[config.mk]
export PLATFORM = sky130hd
export DESIGN_NAME = rr_arbiter_4
export DESIGN_NICKNAME = d
export VERILOG_FILES = /design/src/rtl/rr_arbiter_4.sv
export SDC_FILE = /design/constraint.sdc
export NUM_CORES = 1
export LEC_CHECK = 0
export BUFFER_PORTS_ARGS = -buffer_cell sky130_fd_sc_hd__buf_2
export CORE_MARGIN = 8
export CORE_UTILIZATION = 40
export DETAILED_ROUTE_END_ITERATION = 8
export GPL_TIMING_DRIVEN = 1
export SYNTH_ARGS = -nofsm -noshare
export SYNTH_HDL_FRONTEND = slang
export SYNTH_SLANG_ARGS = --single-unit
[constraint.sdc]
create_clock -name clk -period 1.6 [get_ports clk]
set_input_delay 0.16 -clock clk [delete_from_list [all_inputs] [get_ports clk]]
set_output_delay 0.16 -clock clk [all_outputs]
set_load 0.02 [all_outputs]
[src/rtl/rr_arbiter_4.sv]
`default_nettype none
// ============================================================================
//  Module      : rr_arbiter_4
//  Description : Four-requester round-robin arbiter with registered one-hot
//                and encoded grant. A grant is held until its owner drops the
//                request. Optional hold-limit timer, compiled in with the
//                macro RR_ARB_HOLD_LIMIT_EN, revokes a grant after MAX_HOLD
//                cycles and pulses gnt_expired.
//  Revision    : 1.0 - initial release
// ============================================================================
module rr_arbiter_4 #(
    parameter int MAX_HOLD = 8
) (
    input  logic       clk,
    input  logic       rst,
    input  logic [3:0] req,
    output logic [3:0] gnt,
    output logic [1:0] gnt_idx,
    output logic       gnt_valid,
    output logic       gnt_expired
);

    localparam logic [0:0] c_st_idle = 1'b0;
    localparam logic [0:0] c_st_busy = 1'b1;

    logic [0:0] r_state;
    logic [0:0] w_state_nxt;
    logic [1:0] r_ptr;
    logic [1:0] w_ptr_nxt;
    logic [3:0] r_gnt;
    logic [3:0] w_gnt_nxt;
    logic [1:0] r_gnt_idx;
    logic [1:0] w_gnt_idx_nxt;
    logic       r_gnt_valid;
    logic       w_gnt_valid_nxt;

    logic [1:0] w_win_idx;
    logic       w_win_found;

`ifdef RR_ARB_HOLD_LIMIT_EN
    logic [7:0] r_hold_cnt;
    logic [7:0] w_hold_cnt_nxt;
    logic       r_gnt_expired;
    logic       w_gnt_expired_nxt;
`endif

    // First asserted request scanning upward from the priority pointer.
    always_comb begin
        logic [1:0] cand;
        w_win_idx   = 2'd0;
        w_win_found = 1'b0;
        cand        = 2'd0;
        for (int k = 0; k < 4; k++) begin
            cand = r_ptr + 2'(k);
            if (!w_win_found && req[cand]) begin
                w_win_idx   = cand;
                w_win_found = 1'b1;
            end
        end
    end

    // Next-state and next-output logic; everything holds unless changed.
    always_comb begin
        w_state_nxt     = r_state;
        w_ptr_nxt       = r_ptr;
        w_gnt_nxt       = r_gnt;
        w_gnt_idx_nxt   = r_gnt_idx;
        w_gnt_valid_nxt = r_gnt_valid;
`ifdef RR_ARB_HOLD_LIMIT_EN
        w_hold_cnt_nxt    = r_hold_cnt;
        w_gnt_expired_nxt = 1'b0;
`endif
        case (r_state)
            c_st_idle: begin
                if (w_win_found) begin
                    w_state_nxt     = c_st_busy;
                    w_gnt_nxt       = 4'(1 << w_win_idx);
                    w_gnt_idx_nxt   = w_win_idx;
                    w_gnt_valid_nxt = 1'b1;
                    w_ptr_nxt       = w_win_idx + 2'd1;
`ifdef RR_ARB_HOLD_LIMIT_EN
                    w_hold_cnt_nxt  = 8'd0;
`endif
                end
            end
            c_st_busy: begin
                // Release never re-arbitrates on the same edge, which
                // guarantees an idle cycle between consecutive owners.
                if (!req[r_gnt_idx]) begin
                    w_state_nxt     = c_st_idle;
                    w_gnt_nxt       = 4'b0000;
                    w_gnt_idx_nxt   = 2'd0;
                    w_gnt_valid_nxt = 1'b0;
                end
`ifdef RR_ARB_HOLD_LIMIT_EN
                else if (r_hold_cnt == 8'(MAX_HOLD - 1)) begin
                    w_state_nxt       = c_st_idle;
                    w_gnt_nxt         = 4'b0000;
                    w_gnt_idx_nxt     = 2'd0;
                    w_gnt_valid_nxt   = 1'b0;
                    w_gnt_expired_nxt = 1'b1;
                end
                else if (r_hold_cnt != 8'hFF) begin
                    w_hold_cnt_nxt = r_hold_cnt + 8'd1;
                end
`endif
            end
            default: begin
                w_state_nxt     = c_st_idle;
                w_gnt_nxt       = 4'b0000;
                w_gnt_idx_nxt   = 2'd0;
                w_gnt_valid_nxt = 1'b0;
            end
        endcase
    end

    // State and output registers with synchronous reset.
    always_ff @(posedge clk) begin
        if (rst) begin
            r_state     <= c_st_idle;
            r_ptr       <= 2'd0;
            r_gnt       <= 4'b0000;
            r_gnt_idx   <= 2'd0;
            r_gnt_valid <= 1'b0;
        end else begin
            r_state     <= w_state_nxt;
            r_ptr       <= w_ptr_nxt;
            r_gnt       <= w_gnt_nxt;
            r_gnt_idx   <= w_gnt_idx_nxt;
            r_gnt_valid <= w_gnt_valid_nxt;
        end
    end

`ifdef RR_ARB_HOLD_LIMIT_EN
    // Hold counter and expiry pulse registers.
    always_ff @(posedge clk) begin
        if (rst) begin
            r_hold_cnt    <= 8'd0;
            r_gnt_expired <= 1'b0;
        end else begin
            r_hold_cnt    <= w_hold_cnt_nxt;
            r_gnt_expired <= w_gnt_expired_nxt;
        end
    end

    assign gnt_expired = r_gnt_expired;
`else
    // MAX_HOLD only matters when the hold limit is compiled in.
    logic w_unused_max_hold;
    assign w_unused_max_hold = (MAX_HOLD > 0);
    assign gnt_expired       = 1'b0;
`endif

    assign gnt       = r_gnt;
    assign gnt_idx   = r_gnt_idx;
    assign gnt_valid = r_gnt_valid;

endmodule
`default_nettype wire

# Word-level counts from Yosys, hierarchy flattened

Index checks and enable logic that the tools add are counted.

Bitwise operators: 1
Add/sub/neg operators: 4
Mux-type cells: 30
Equality and inequality tests: 2
Shift-type cells: 1
Magnitude comparators: 5
Reduce and logical (&&, ||, !) cells: 8

Operators by type and width:

| cell                                                                  | number |
|---|---|
| 2-bit by 3-bit < comparator with 1-bit output (second input constant) | 5 |
| 1-bit two-way mux                                                     | 13 |
| 2-bit two-way mux                                                     | 6 |
| 1-bit binary-select mux with 2-bit select                             | 5 |
| 4-bit two-way mux                                                     | 2 |
| 4-bit one-hot mux with 2 select lines                                 | 1 |
| 2-bit by 1-bit adder with 2-bit output (second input constant)        | 2 |
| 2-bit adder (second input constant)                                   | 2 |
| 2-bit inequality test (second input constant)                         | 2 |
| 1-bit one-hot mux with 2 select lines                                 | 2 |
| 2-bit one-hot mux with 2 select lines                                 | 1 |
| 2-bit AND reduction                                                   | 2 |
| 1-bit by 2-bit << shifter with 4-bit output (first input constant)    | 1 |
| 1-bit logical AND                                                     | 3 |
| 1-bit zero test                                                       | 3 |
| 1-bit NOT                                                             | 1 |

Bits of input ports: 6
Flip-flop bits (word level): 10
Word-level logic and storage cells: 56
Output and inout port bits: 8

# Longest topological paths before layout

Gate-level depths: netlist of the first run.

Word-level depth: 15
Mapped depth: 6
Mapped depth without buffers: 6

# Worst setup path before layout of the first run

Ideal clock, no wire load.

Path type: register to register
Start point: register r_gnt_idx[0] (netlist: gnt_idx[0])
End point: register r_gnt_idx[1] (netlist: gnt_idx[1])
Period minus slack after synthesis: 1.462 ns
Stages on the path, launching flop included: 5
Setup time: 0.117 ns
Data required time: 1.483 ns
Slack: 0.138 ns
Path buffers: 0
Arrival: 1.345 ns
Path through: dfxtp_1 > mux4_2 > nand2_2 > a21oi_4 > a22o_1

Longest elaborated chain between the ends: 4

RTL lines:

| what                                      | RTL line | text |
|---|---|---|
| start, declared                           | 32       | `logic [1:0] r_gnt_idx;` |
| start signal, assigned                    | 129      | `r_gnt_idx <= w_gnt_idx_nxt;` |
| 1-bit binary-select mux with 2-bit select | 89       | `if (!req[r_gnt_idx]) begin` |
| 1-bit two-way mux (implied by the code)   | 89       |  |
| 2-bit inequality test (no source line)    | --       |  |
| 2-bit AND reduction (no source line)      | --       |  |

Every way passes these cells. The select of a mux whose other input is x is not followed.
A chain may end at the register's enable or synchronous reset.

# Final worst setup path of the first run

Start point: register r_ptr[1]
End point: register r_gnt[2] (netlist: gnt[2])

Longest elaborated chain between the ends: 15
Elaborated cells between the ends (all ways): 30
Those cells by class: add/sub: 3; eq/ne: 1; shift: 1; mux: 18; reduce/logical: 7

RTL lines:

| what                                                                                            | RTL line | text |
|---|---|---|
| start, declared                                                                                 | 28       | `logic [1:0] r_ptr;` |
| start signal, assigned                                                                          | 127      | `r_ptr <= w_ptr_nxt;` |
| parallel branches: the longest is 15 deep, another holds 2-bit by 1-bit adder with 2-bit output | --       |  |
| end signal, assigned                                                                            | 128      | `r_gnt <= w_gnt_nxt;` |
| end, declared                                                                                   | 30       | `logic [3:0] r_gnt;` |

Several ways; the timed one is not identified. The select of a mux whose other input is x is not followed.

==> results of run 1 <==
[stage by stage]
step | setup TNS (ns) | hold slack [ns] | std cells | cell area, µm² | worst slack (ns)
3_5_place_dp | 0 | 0.455 | 83 | 622 | 0.0815
5_1_grt | -0.00217 | 0.181 | 88 | 659 | -0.00217
2_1_floorplan | 0 | 0.427 | 56 | 541 | 0.138
6_report | 0 | 0.182 | 88 | 659 | 0.0663
3_3_place_gp | 0 | 0.451 | 83 | 622 | 0.132
4_1_cts | 0 | 0.176 | 86 | 644 | 0.0673
[registers in the layout, summed over array words and instances (netlist names)]
name       cells
r_ptr          2
gnt_idx        2
gnt            4
r_state        1
gnt_valid      1
[power breakdown]
part | switching [mW] | internal [mW] | total (mW)
logic | 0.114 | 0.0942 | 0.208
clock network | 0.0807 | 0.0867 | 0.167
registers | 0.0196 | 0.277 | 0.297
total | 0.214 | 0.458 | 0.673
[path summary, 6_finish.rpt]
check / startpoint / end / depth (start not counted)
worst max register to register: r_ptr[1] / gnt[2] / 7
worst min register to register: gnt[2] / gnt[2] / 1
worst max-delay path: r_ptr[1] / gnt[2] / 7
worst min-delay path: rst / r_ptr[1] / 2
[synth_stat cells (all sizes together)]
cell type / n
a21oi: 6
a221oi: 1
a22o: 5
a2bb2oi: 1
buf: 2
conb: 1
dfxtp: 10
ha: 4
inv: 4
mux2i: 2
mux4: 1
nand2: 5
nand2b: 1
nand3b: 1
nor2: 5
nor3: 2
nor3b: 1
nor4: 1
o21a: 1
o32ai: 1
or2: 1
[worst register-to-register path: cells and delay by family, from the launching register on]
family	cells	cell delay, ns
fa+ha+maj	1	0.21
simple gates	2	0.37
flops	1	0.32
compound gates	2	0.29
buf+inv	2	0.23
[final cells by class]
type | count | area [µm²] | share of cell area, %
flip-flops and latches | 10 | 200 | 30.4
inverters | 4 | 15.0 | 2.28
clock buffers | 3 | 22.5 | 3.42
well taps | 15 | 18.8 | 2.85
repair buffers | 16 | 90.1 | 13.7
multi-input cells | 40 | 313 | 47.4
[cell families after synthesis]
logic type | count (synthesis) | synth area share (%)
AO/OA/AOI/OAI | 15 | 22.0
adder cells (fa/ha/maj) | 4 | 9.26
buffers and inverters | 6 | 5.09
flip-flops | 10 | 37.0
multiplexers | 3 | 7.87
other | 1 | 0.694
AND/OR/NAND/NOR | 17 | 18.1
[per-layer routing]
metal | up-vias | track usage [%] | share of wire [%]
met5 | - | 0 | 0
met4 | 0 | 2.59 | 0
met3 | 0 | 6.53 | 8.4
met2 | 11 | 16.2 | 49
met1 | 210 | 9.02 | 43
li1 | 235 | - | -
[timing repair]
action	in CTS	in global routing
setup buffers	0	2
setup endpoints to repair	0	2
endpoints found under the hold margin	0	0
==> results.yml, run 1 <==
pwr:
  peakVddDrop_v: 0.000557
  total_power_mw: 0.673
  powerDensity_mw_per_mm2: 1020
  static-leakage-power_nw: 0.296
critical_path:
  ff2ff_setup_slack_ns: 0.07
  cp.arrival_ns: 1.68
  critPathTopFamily: "simple AND/OR/NAND/NOR gates"
  max_stage_delay_ns: 0.32
  critPathBufInv: 2
  start_kind: "flip-flop"
  cp_cell_sequence: "buf_4 -> nand2_1 -> a21oi_1 -> nor3_2 -> inv_2 -> ha_1 -> a22o_1"
  cp_max_fo: 4
  cp_data_required_time_ns: 1.75
  slowest_stage: "dfxtp_1"
  cp-end-kind: "flip-flop"
  worstSetupPathType: "flip-flop to flip-flop"
clock_tree:
  hold_buffers: 0
  clk_latency_ns: 0.26
  htreeDepth: 1
  cts_resized: 0
  cts_buffers: 3
  clockBufferDepth: 2
  clkTransAtPathRegs_ns: 0.06
  root_buffer: "clkbuf_4"
  cts_tree: "done"
  cts.sinks: 10
sta:
  drv_slew: 0
  min_period_ns: 1.53
  fin_crit_sh_pct: 95.9
  setup-violations-final: 0
  finalHoldViolations: 0
  finClkSkew_ns: 0.00568
  max_freq_ghz: 0.652
synth:
  syn_area_um2: 541
  synthCells: 56
  syn_avg_cell_area_um2: 9.65
  yosysSeqAreaShare_pct: 37.0
  syn_nets: 66
  synth_top_area_cell: "dfxtp_1"
  synth_top_area_share_pct: 37.0
  yosys-top-cells-area: "dfxtp_1 37%, ha_1 9.3%, a22o_1 8.1%, a21oi_1 4.6%, mux4_2 4.2%"
  synth_seq_cells: 10
  synth.distinct_cells: 27
  ys_warn_count: 0
grt:
  grt_pass1_wl_um: 1950
  grt-ovfl-total: 0
  antenna_found_initial: 0
  grt_pass1_vias: 464
  grt_start_max_net_pins: 9
  grt_use_total_pct: 9.52
finish:
  final_common_cell: "buf_2"
  layout_common_cells: "12 x buf_2, 10 x dfxtp_1, 5 x a21oi_1, 5 x a22o_1"
  fin_nets: 85
  drive_gt1_share_pct: 37.0
  syn2layout_area_growth_pct: 22.0
  antenna_cells: 0
  nFillCells: 132
  utilization_pct: 51.3
worst_hold_path:
  hp-class: "input pin to flip-flop"
run:
  maxCapViolCount: 0
die:
  ios: 14
  die_x_um: 52.8
  num_rows: 13
  core_area_mm2: 0.00128
  die_area_mm2: 0.00278
  initial_core_util_pct: 42.1
  die_h_um: 52.8
routing:
  wire_per_inst_um: 12.9
  first_pass_iters: 3
  route.vias.total: 456
  drt-total-wl_um: 1130
  via_per_inst: 5.18
  postRouteAntennaNets: 0
  drt_iter0_markers: 7
  drc: 0
placed_design:
  port_buffers: 12
  gp_congestion: 0.750
  dp.final_hpwl_um: 893
status:
  status: "finished clean"
No activity file was read; power rests on OpenSTA's default activity.
==> run 2: changes to the inputs <==
- clock period: 1.6 -> 1.5 ns (I/O delays scaled with it)
==> run 2 against run 1 <==
Effect of this change: final area increased by 12%; worst hold slack lost 0.011 ns; combinational power increased by 27%; count of clock-buffer cells in the layout rose by 1; sequential share of layout area is 3.1 points lower; worst setup slack improved by 0.018 ns; die area unchanged; sequential power increased by 7.4%; via count is 2.9% higher; non-clock buffer count up 1; utilization up 6.2 points; clock skew shrank 0.0047 ns.
==> results.yml, run 2 (synthesis results as in run 1) <==
status:
  status: "finished clean"
grt:
  met3_usage_pct: 6.53
  grt_pass1_vias: 467
  met1_usage_pct: 11.2
  antenna_found_initial: 0
  grt-ovfl-total: 0
  grt_use_met2_pct: 15.0
  grt_use_total_pct: 9.76
  grt_pass1_wl_um: 2030
  grt_start_max_net_pins: 9
  top_usage_layer: "met2"
clock_tree:
  cts_buffers: 3
  root_buffer: "clkbuf_4"
  clk_latency_ns: 0.26
  clockBufferDepth: 2
  cts_tree: "done"
  cts.sinks: 10
  clkTransAtPathRegs_ns: 0.07
  htreeDepth: 1
routing:
  via_per_inst: 5.21
  route.vias.total: 469
  postRouteAntennaNets: 0
  wire_per_inst_um: 13.3
  first_pass_iters: 4
  drt-total-wl_um: 1200
  drc: 0
  drt_iter0_markers: 9
critical_path:
  cp-end-kind: "flip-flop"
  cp_max_fo: 5
  start_kind: "flip-flop"
  cp_data_required_time_ns: 1.66
  worstSetupPathType: "flip-flop to flip-flop"
  cp.arrival_ns: 1.57
sta:
  finClkSkew_ns: 0.00101
  worst_slack_ns: 0.0844
  finalHoldViolations: 0
  setup-violations-final: 0
  max_freq_ghz: 0.706
  drv_slew: 0
  fin_crit_sh_pct: 94.4
  holdWs_ns: 0.171
  min_period_ns: 1.42
finish:
  final_common_cell: "buf_2"
  fin_nets: 86
  largest_reg_flops: 4
  syn2layout_area_growth_pct: 36.8
  utilization_pct: 57.5
  drive_gt1_share_pct: 48.0
  layout_common_cells: "12 x buf_2, 9 x dfxtp_1, 5 x a22o_1"
  antenna_cells: 0
  final_area_um2: 739
die:
  die_area_mm2: 0.00278
  initial_core_util_pct: 42.1
  ios: 14
  die_x_um: 52.8
  die_h_um: 52.8
  core_area_mm2: 0.00128
  num_rows: 13
placed_design:
  port_buffers: 12
  dp.final_hpwl_um: 869
  place_area_um2: 637
  gp_congestion: 0.749
  dpl_worst_slack_ns: 0.0175
pwr:
  static-leakage-power_nw: 0.322
  switching_share_pct: 31.5
  powerDensity_mw_per_mm2: 1110
  p_sw_mw: 0.260
  combPwrFrac_pct: 32.0
  seqPwrFrac_pct: 38.7
  total_power_mw: 0.824
  p_int_mw: 0.564
  peakVddDrop_v: 0.000562
  pwr-share-clk_pct: 29.3
run:
  maxCapViolCount: 0
worst_hold_path:
  hp-class: "input pin to flip-flop"
[run 2: critical path: stages (launching register included)]
cell and delay (ns):
dfxtp_1 0.39, mux4_2 0.55, nand2_2 0.11, a21oi_4 0.08, a22o_1 0.18
[run 2: through the flow]
step / std cells / TNS (ns)
2_1_floorplan: 56 / 0
3_3_place_gp: 85 / 0
3_5_place_dp: 85 / 0
4_1_cts: 89 / 0
5_1_grt: 90 / -0.00224
6_report: 90 / 0
[run 2: layer usage]
metal / vias up / wire [µm]
li1: 236 / -
met1: 223 / 516
met2: 10 / 581
met3: 0 / 98
met4: 0 / 0
met5: - / 0
[run 2: layout make-up]
cell class                      instances  area (µm²)
Inverter                                4        15.0
Sequential cell                        10         201
Clock buffer                            4        36.3
Fill cell                             126         546
Tap cell                               15        18.8
Timing Repair Buffer                   17         101
Multi-Input combinational cell         40         367
[run 2: what timing repair did]
action | 4_1_cts | 5_1_grt
endpoints found under the setup margin | 1 | 3
pin swaps | 0 | 2
hold buffers | 0 | 0
buffers inserted | 0 | 1
resized for setup | 1 | 11
[run 2: path summary, 6_finish.rpt]
check | startpoint | end | slack, ns | cells after the start
min | rst | r_ptr[1] | 0.17 | 2
min reg2reg | gnt[1] | gnt[1] | 0.47 | 1
max | gnt_idx[0] | gnt[0] | 0.08 | 4
max reg2reg | gnt_idx[0] | gnt[0] | 0.08 | 4
[run 2: power groups by stage]
stage          Sequential (mW)  Combinational (mW)  Clock, mW
2_1_floorplan            0.346               0.120          0
3_3_place_gp             0.322               0.223          0
3_5_place_dp             0.323               0.223          0
4_1_cts                  0.318               0.224      0.249
5_1_grt                  0.324               0.289      0.264
6_report                 0.319               0.264      0.241
